## src/rtl/seg_encoder_seq.sv

```systemverilog
// Purpose : serial double-dabble binary-to-7-segment encoder, NCH channels, count-up or countdown display.
// Latency : seg/ovf/done update NCH*(IN_W+2)+1 edges after the capture edge (21 for the defaults).
// Backpressure: in_ready = !busy; in_valid while busy is ignored, with no queue and no error flag.
//
// Ports:
//   clk, reset      rising-edge clock, synchronous active-high reset
//   in_valid/in_ready  request handshake; a transfer occurs on in_valid && in_ready
//   mode            0 = show value, 1 = show down_max - value
//   value, down_max packed per-channel inputs, channel 0 in the LSBs
//   seg             active-low {g,f,e,d,c,b,a} per digit; digit 0 = LSD of channel 0
//   done            one-cycle pulse after the edge that updates seg
//   busy            conversion in progress
//   ovf             per-channel out-of-range flags, updated together with seg
// Build option: define SEG_LZ_BLANK_EN to blank leading zeros of the most significant channel.
module seg_encoder_seq #(
   parameter int NCH        = 2,
   parameter int IN_W       = 8,
   parameter int DIG_PER_CH = 2
) (
   input  logic                         clk,
   input  logic                         reset,
   input  logic                         in_valid,
   output logic                         in_ready,
   input  logic                         mode,
   input  logic [NCH*IN_W-1:0]          value,
   input  logic [NCH*IN_W-1:0]          down_max,
   output logic [NCH*DIG_PER_CH*7-1:0]  seg,
   output logic                         done,
   output logic                         busy,
   output logic [NCH-1:0]               ovf
);

   // BCD register holds enough digits for any IN_W-bit value plus one spare.
   localparam int ND   = (IN_W + 2) / 3 + 1;
   localparam int BW   = ND * 4;
   localparam int CW   = (NCH > 1) ? $clog2(NCH) : 1;
   localparam int SW   = $clog2(IN_W + 1);
   localparam int CHW  = DIG_PER_CH * 7;
   localparam int SEGW = NCH * CHW;

   localparam logic [6:0] SEG_DASH  = 7'b0111111;
   localparam logic [6:0] SEG_BLANK = 7'b1111111;
   localparam logic [6:0] SEG_ZERO  = 7'b1000000;

   typedef enum logic [2:0] {
      S_IDLE,
      S_LOAD,
      S_SHIFT,
      S_STORE,
      S_COMMIT
   } state_t;

   state_t state, state_nxt;

   logic                  mode_q;
   logic [NCH*IN_W-1:0]   value_q;
   logic [NCH*IN_W-1:0]   dmax_q;
   logic [CW-1:0]         ch;
   logic [SW-1:0]         sh_cnt;
   logic [BW+IN_W-1:0]    dd;        // {bcd, binary} shift register
   logic [SEGW-1:0]       shadow;
   logic [NCH-1:0]        ovf_pend;

   logic [IN_W-1:0]       ch_val;
   logic [IN_W-1:0]       ch_max;
   logic [IN_W-1:0]       load_v;
   logic                  load_ovf;
   logic [BW-1:0]         bcd;
   logic                  hi_nz;
   logic                  ovf_k;
   logic [CHW-1:0]        store_codes;
   logic                  last_ch;

   function automatic logic [6:0] seg_code(input logic [3:0] d);
      logic [6:0] c;
      case (d)
         4'd0:    c = 7'b1000000;
         4'd1:    c = 7'b1111001;
         4'd2:    c = 7'b0100100;
         4'd3:    c = 7'b0110000;
         4'd4:    c = 7'b0011001;
         4'd5:    c = 7'b0010010;
         4'd6:    c = 7'b0000010;
         4'd7:    c = 7'b1111000;
         4'd8:    c = 7'b0000000;
         4'd9:    c = 7'b0010000;
         default: c = SEG_BLANK;
      endcase
      return c;
   endfunction

   // Add-3 correction applied to every BCD digit before each left shift.
   function automatic logic [BW-1:0] add3(input logic [BW-1:0] b);
      logic [BW-1:0] r;
      r = b;
      for (int i = 0; i < ND; i++) begin
         if (b[i*4 +: 4] >= 4'd5) r[i*4 +: 4] = b[i*4 +: 4] + 4'd3;
      end
      return r;
   endfunction

   assign busy     = (state != S_IDLE);
   assign in_ready = !busy;
   assign bcd      = dd[IN_W +: BW];
   assign last_ch  = (ch == CW'(NCH - 1));

   // Display value for the current channel.
   always_comb begin
      ch_val   = value_q[int'(ch)*IN_W +: IN_W];
      ch_max   = dmax_q[int'(ch)*IN_W +: IN_W];
      load_v   = '0;
      load_ovf = 1'b0;
      if (!mode_q) begin
         load_v = ch_val;
      end else if (value_q == '0) begin
         // Countdown finished: show all zeros regardless of the limits.
         load_v = '0;
      end else begin
         load_v   = ch_max - ch_val;
         load_ovf = (ch_val > ch_max);
      end
   end

   // Digit codes for the channel being stored.
   always_comb begin
      logic [3:0] d;
      logic [6:0] code;
`ifdef SEG_LZ_BLANK_EN
      logic       lead;
      lead = 1'b1;
`endif
      hi_nz       = 1'b0;
      store_codes = '0;
      d           = '0;
      code        = SEG_ZERO;
      for (int i = DIG_PER_CH; i < ND; i++) begin
         if (bcd[i*4 +: 4] != 4'd0) hi_nz = 1'b1;
      end
      ovf_k = ovf_pend[ch] | hi_nz;
      for (int j = DIG_PER_CH - 1; j >= 0; j--) begin
         d    = bcd[j*4 +: 4];
         code = seg_code(d);
`ifdef SEG_LZ_BLANK_EN
         // Only the most significant field is blanked, and never its last digit.
         if (last_ch && lead && (d == 4'd0) && (j != 0)) code = SEG_BLANK;
         if (d != 4'd0) lead = 1'b0;
`endif
         if (ovf_k) code = SEG_DASH;
         store_codes[j*7 +: 7] = code;
      end
   end

   always_ff @(posedge clk) begin
      if (reset) state <= S_IDLE;
      else       state <= state_nxt;
   end

   always_comb begin
      state_nxt = state;
      case (state)
         S_IDLE:   if (in_valid) state_nxt = S_LOAD;
         S_LOAD:   state_nxt = S_SHIFT;
         S_SHIFT:  if (sh_cnt == SW'(IN_W - 1)) state_nxt = S_STORE;
         S_STORE:  state_nxt = last_ch ? S_COMMIT : S_LOAD;
         S_COMMIT: state_nxt = S_IDLE;
         default:  state_nxt = S_IDLE;
      endcase
   end

   always_ff @(posedge clk) begin
      if (reset) begin
         mode_q   <= 1'b0;
         value_q  <= '0;
         dmax_q   <= '0;
         ch       <= '0;
         sh_cnt   <= '0;
         dd       <= '0;
         shadow   <= {(NCH*DIG_PER_CH){SEG_ZERO}};
         ovf_pend <= '0;
         seg      <= {(NCH*DIG_PER_CH){SEG_ZERO}};
         ovf      <= '0;
         done     <= 1'b0;
      end else begin
         done <= 1'b0;
         case (state)
            S_IDLE: begin
               if (in_valid) begin
                  mode_q   <= mode;
                  value_q  <= value;
                  dmax_q   <= down_max;
                  ch       <= '0;
                  ovf_pend <= '0;
               end
            end
            S_LOAD: begin
               dd           <= {{BW{1'b0}}, load_v};
               sh_cnt       <= '0;
               ovf_pend[ch] <= load_ovf;
            end
            S_SHIFT: begin
               dd     <= {add3(bcd), dd[IN_W-1:0]} << 1;
               sh_cnt <= sh_cnt + SW'(1);
            end
            S_STORE: begin
               shadow[int'(ch)*CHW +: CHW] <= store_codes;
               ovf_pend[ch]                <= ovf_k;
               if (!last_ch) ch <= ch + CW'(1);
            end
            S_COMMIT: begin
               seg  <= shadow;
               ovf  <= ovf_pend;
               done <= 1'b1;
            end
            default: ;
         endcase
      end
   end

endmodule

```

## config.mk

```make
export PLATFORM = sky130hd
export DESIGN_NAME = seg_encoder_seq
export DESIGN_NICKNAME = d
export VERILOG_FILES = /design/src/rtl/seg_encoder_seq.sv
export SDC_FILE = /design/constraint.sdc
export NUM_CORES = 1
export LEC_CHECK = 0
export CAP_MARGIN = 10
export CORE_ASPECT_RATIO = 1.75
export CORE_UTILIZATION = 55
export DETAILED_ROUTE_END_ITERATION = 8
export PLACE_DENSITY_LB_ADDON = 0.3
export SLEW_MARGIN = 20
export SYNTH_ARGS = -nofsm -noshare
export SYNTH_HDL_FRONTEND = slang
export SYNTH_SLANG_ARGS = --single-unit
```

## constraint.sdc

```tcl
create_clock -name clk -period 8.6 [get_ports clk]
set_input_delay 2.58 -clock clk [delete_from_list [all_inputs] [get_ports clk]]
set_output_delay 2.58 -clock clk [all_outputs]
set_load 0.05 [all_outputs]
```

Word-level counts from Yosys, hierarchy flattened

Memories as Yosys holds them, arrays and structs flattened. A register that Yosys moved wholly into a read port is not among the register bits.
Cells that the tools add are included.

Logic and storage cells: 91
Memories: 2
Input bits: 36
Output and inout port bits: 33
Flip-flop bits (word level): 126
Bits in read-only memories: 224

Multiplexer cells: 35
$mul: 1
Reductions and logical operators: 14
Eq/ne operators: 7
$lt $le $gt $ge: 7
Shift-type cells: 4
Add/subtract/negate cells: 8
Bitwise logic cells: 1

Memories:

| name            | words | width | read ports | clocked after memory_dff | write ports | line | text |
|---|---|---|---|---|---|---|---|
| (no name shown) | 16    | 7     | 1          | 1                        | 0           | 76   | `case (d)` |
| (no name shown) | 16    | 7     | 1          | 1                        | 0           | 76   |  |

Operators with widths:

| operator                                                                            | count |
|---|---|
| 24-bit one-hot mux with 2 select lines                                              | 1 |
| 5-bit negator with 33-bit output                                                    | 1 |
| 14-bit by 33-bit variable shift with 28-bit output, first input constant            | 1 |
| 14-bit by 33-bit variable part select with 28-bit output                            | 1 |
| 16-bit by 5-bit variable part select with 8-bit output                              | 2 |
| 28-bit bitwise mux                                                                  | 1 |
| 4-bit two-way mux                                                                   | 7 |
| 4-bit by 3-bit greater-or-equal comparator with 1-bit output, second input constant | 4 |
| 16-bit logical NOT                                                                  | 1 |
| 8-bit two-way mux                                                                   | 2 |
| 7-bit two-way mux                                                                   | 2 |
| 4-bit by 2-bit adder with 4-bit output, second input constant                       | 3 |
| 3-bit two-way mux                                                                   | 4 |
| 3-bit one-hot mux with 4 select lines                                               | 1 |
| 1-bit two-way mux                                                                   | 10 |
| 8-bit greater-than comparator                                                       | 1 |
| 4-bit one-hot mux with 2 select lines                                               | 1 |
| 2-bit AND reduction                                                                 | 4 |
| 4-bit nonzero test                                                                  | 2 |
| 8-bit subtractor                                                                    | 1 |
| 3-bit by 2-bit equality test with 1-bit output, second input constant               | 2 |
| 2-bit one-hot mux with 3 select lines                                               | 1 |
| 3-bit nonzero test                                                                  | 2 |
| 4-bit by 1-bit adder with 4-bit output, second input constant                       | 1 |
| other kinds (18)                                                                    | 21 |

Longest topological paths before layout

Depth in word-level cells: 7
Mapped depth: 12
Depth with buffers taken out: 11

Worst setup path after synthesis

No wires, ideal clock.

Path type: reg-to-output
From: register state[0]
To: output port busy
Arrival time: 2.307 ns
Stages on the path, launching flop included: 4
Required time: 6.020 ns
Setup slack: 3.713 ns
Buffers on the path: 1
Path through: dfxtp_1 > buf_2 > nor3_1 > inv_1

Longest elaborated chain between the ends: 1

Ends and longest elaborated chain:

| what                   | line | text |
|---|---|---|
| start, declared        | 53   | `state_t state, state_nxt;` |
| start signal, assigned | 155  | `else state <= state_nxt;` |
| 3-bit nonzero test     | 102  | `assign busy = (state != S_IDLE);` |
| end, declared          | 29   | `output logic busy,` |

No other way between the ends.

Final worst setup path

From: register state[2]
To: output port in_ready

Longest elaborated chain between the ends: 2

Ends and longest elaborated chain:

| what               | line | text |
|---|---|---|
| 3-bit nonzero test | 102  |  |
| 1-bit logical NOT  | 103  | `assign in_ready = !busy;` |
| end, declared      | 23   | `output logic in_ready,` |

No other way between the ends.

==> run_results.csv <==
group,metric,value,unit
detailed_routing,drtIter0Drc,294,
synthesis,ys_types,64,
synthesis,async_flop_share,0,
layout,layout.nets,890,
global_route,overflow,0,
sta,fmax,203,MHz
pwr,power.internal,1.16,mW
detailed_routing,dr.pass1.iters,7,
detailed_routing,viasPerCell,5.87,
pwr,ir_drop,0.156,mV
sta,tightestPinTransition,1.01,ns
layout,multiInputGateArea,3390,um^2
setup_path,crit_fanout,16,
clock_network,cts.hold.buffers_added,0,
placed_design,gp_congestion,0.916,
synthesis,ys_warn_count,0,
clock_network,postCtsResizedCells,0,
synthesis,synth_most_common_cell,"nand2_1",
floorplanning,start_util,0.565,
layout,seqCellArea,2800,um^2
pwr,seq_power_share,0.426,
floorplanning,fp.dieH,146,um
synthesis,synth-seq-area-share,0.431,
layout,area_delta_synth_final,18.9,%
setup_path,worstSetupEndpointType,"output pin",
detailed_routing,ant_nets,0,
layout,drive_above_1_share,0.0789,
global_route,track_usage,0.267,
detailed_routing,drc,10,
setup_path,cp_cell_sequence,"nor3_1 > clkdlybuf4s50_1",
detailed_routing,routed_wl,15.6,mm
synthesis,yosys-top-cells-area,"dfxtp_1, nand2_1, a21oi_1, ha_1, nor2_1",
clock_network,cts_tree,"built",
detailed_routing,wire_per_inst,16.1,um
floorplanning,die_area,12300,um^2
sta,hold_viol_final,0,
setup_path,worstPathArrival,2.35,ns
synthesis,synth_top_area_cell,"dfxtp_1",
layout,final_core_util,0.671,
setup_path,worstSetupPathType,"flop to output pin",
synthesis,syn-instance-count,785,
global_route,grt_most_used_layer,"met2",
sta,relSlewSlack,0.325,
global_route,use_met3,0.0454,
sta,skew,0.00920,ns
sta,setup_viol,0,
clock_network,post_cts.repair.setup_buffers,0,
clock_network,clk_pin_slew,0.06,ns
status,violations,"design-rule violations",
layout,n_fill_cell,967,
clock_network,cts_buffer_depth,2,
sta,final.min_clock_period,4.93,ns
floorplanning,core_area,11500,um^2
pwr,p_sw_frac,0.299,
synthesis,ys_ff_latch,140,
sta,post-route-period-util,0.574,
global_route,met2_usage,0.520,
synthesis,synth-edff-count,0,
clock_network,cts_inserted_buffers,17,
sta,rsz0062_at_grt,"no",
floorplanning,rows,52,
min_path,hp-class,"flop to flop",
synthesis,synth-main-ff-cell,"dfxtp_1",
placed_design,dp_hpwl,11.4,mm
synthesis,synth.cells.most_frequent,"nand2_1, dfxtp_1, a21oi_1, nor2_1",
setup_path,startpoint_type,"flop",
job,drv_cap,0,
synthesis,synth_area,6500,um^2
pwr,pwr-share-comb,0.148,
clock_network,cts.sinks,140,
pwr,power_density,213,nW/um^2
status,status,"complete, but fails checks",
clock_network,cts_root_buffer,"clkbuf_16",
sta,slew_viol_final,0,
setup_path,critical_path.top_delay_family,"buffers and inverters",
setup_path,cp_slowest_cell,"clkdlybuf4s50_1",
floorplanning,io_pins,69,
pwr,p_total,1.65,mW
clock_network,clk_latency,0.43,ns
setup_path,cp.buffers_inverters,1,
detailed_routing,vias,5709,
clock_network,htreeDepth,4,
setup_path,slowest_delay,0.91,ns
synthesis,synth_top_area_share,0.431,
global_route,use_met1,0.238,
synthesis,synthesis.nets,851,
layout,antennaDiodeCount,0,
pwr,cellLeakagePower,2.82,nW
global_route,grt_max_degree,91,
global_route,grt_pass1_wl,26.1,mm
global_route,grt_pass1_vias,5852,
sta,hold_slack,0.452,ns
pwr,p_sw,0.492,mW
setup_path,cp_data_required_time,6.02,ns
synthesis,avgSynthCellArea,8.28,um^2
sta,tns,0,ns
placed_design,portBuffers,68,
global_route,antenna_found_initial,0,
floorplanning,die-width,84.2,um
pwr,pwr-share-clk,0.426,
## cells in the final DEF, fill, tap and decap left out, types with 15 or more instances in the layout
master	netlist	layout
clkbuf_16	0	17
o21ai_0	15	15
ha_1	29	29
dfxtp_1	140	140
a211oi_1	27	27
inv_1	22	22
clkdlybuf4s50_1	0	67
nor2_1	69	69
nand2_1	152	151
a21oi_1	92	92
nand3_1	21	21
## metrics by stage
stage / cell area (um^2) / setup WS [ns] / instances
finish: 7730 / 3.67 / 972
global route: 7730 / 3.55 / 972
CTS: 7730 / 3.73 / 972
detailed placement: 7160 / 3.57 / 940
global placement: 7160 / 3.67 / 940
floorplan: 6500 / 3.71 / 785
## worst paths after layout
| path | depth (start not counted) | to | start | slack (ns) |
|---|---|---|---|---|
| worst max register to register | 8 | dd[5] | ch | 5.54 |
| worst min register to register | 2 | ovf[0] | ovf[0] | 0.45 |
| worst max-delay path | 2 | in_ready | state[2] | 3.67 |
| worst min-delay path | 2 | ovf[0] | ovf[0] | 0.45 |
## flip-flops by register name (all words and copies together), names as in the netlist, named ones only
name,cells
seg,28
shadow,28
dd,24
dmax_q,16
value_q,16
sh_cnt,4
state,3
ovf,2
ovf_pend,2
ch,1
done,1
mode_q,1
## kinds of logic after synthesis
group | synth area share
DFF | 0.431
buffers and inverters | 0.0475
AOI/OAI and AO/OA | 0.211
adders and majority gates | 0.0589
muxes | 0.0293
and+or+nand+nor | 0.210
xor gates and xnor gates | 0.0121
## tightest hold or removal path, delay by kind of cell (launching register included)
kind	cells	cell delay, ns
flops	1	0.31
simple gates	1	0.05
compound gates	1	0.05
## area by class of cell
| class | count | share of cell area |
|---|---|---|
| clock inverters | 15 | 0.0186 |
| multi-input cells | 569 | 0.439 |
| flip-flops and latches | 140 | 0.362 |
| repair buffers | 72 | 0.0916 |
| clock buffers | 17 | 0.0550 |
| well taps | 135 | 0.0218 |
| inverters | 24 | 0.0117 |
## power by group through the flow
stage | combinational [mW] | sequential (mW) | clock (mW)
after CTS | 0.243 | 0.701 | 0.709
after global routing | 0.270 | 0.705 | 0.736
after global placement | 0.235 | 0.714 | 0
final | 0.243 | 0.702 | 0.702
after floorplan | 0.185 | 0.703 | 0
after detailed placement | 0.241 | 0.716 | 0
## metal layers
metal	vias to the layer above	part of all wire
li1	2820	-
met1	2688	0.34
met2	141	0.56
met3	60	0.030
met4	0	0.062
met5	-	0
Note: power is estimated with default switching activity, not from simulation.
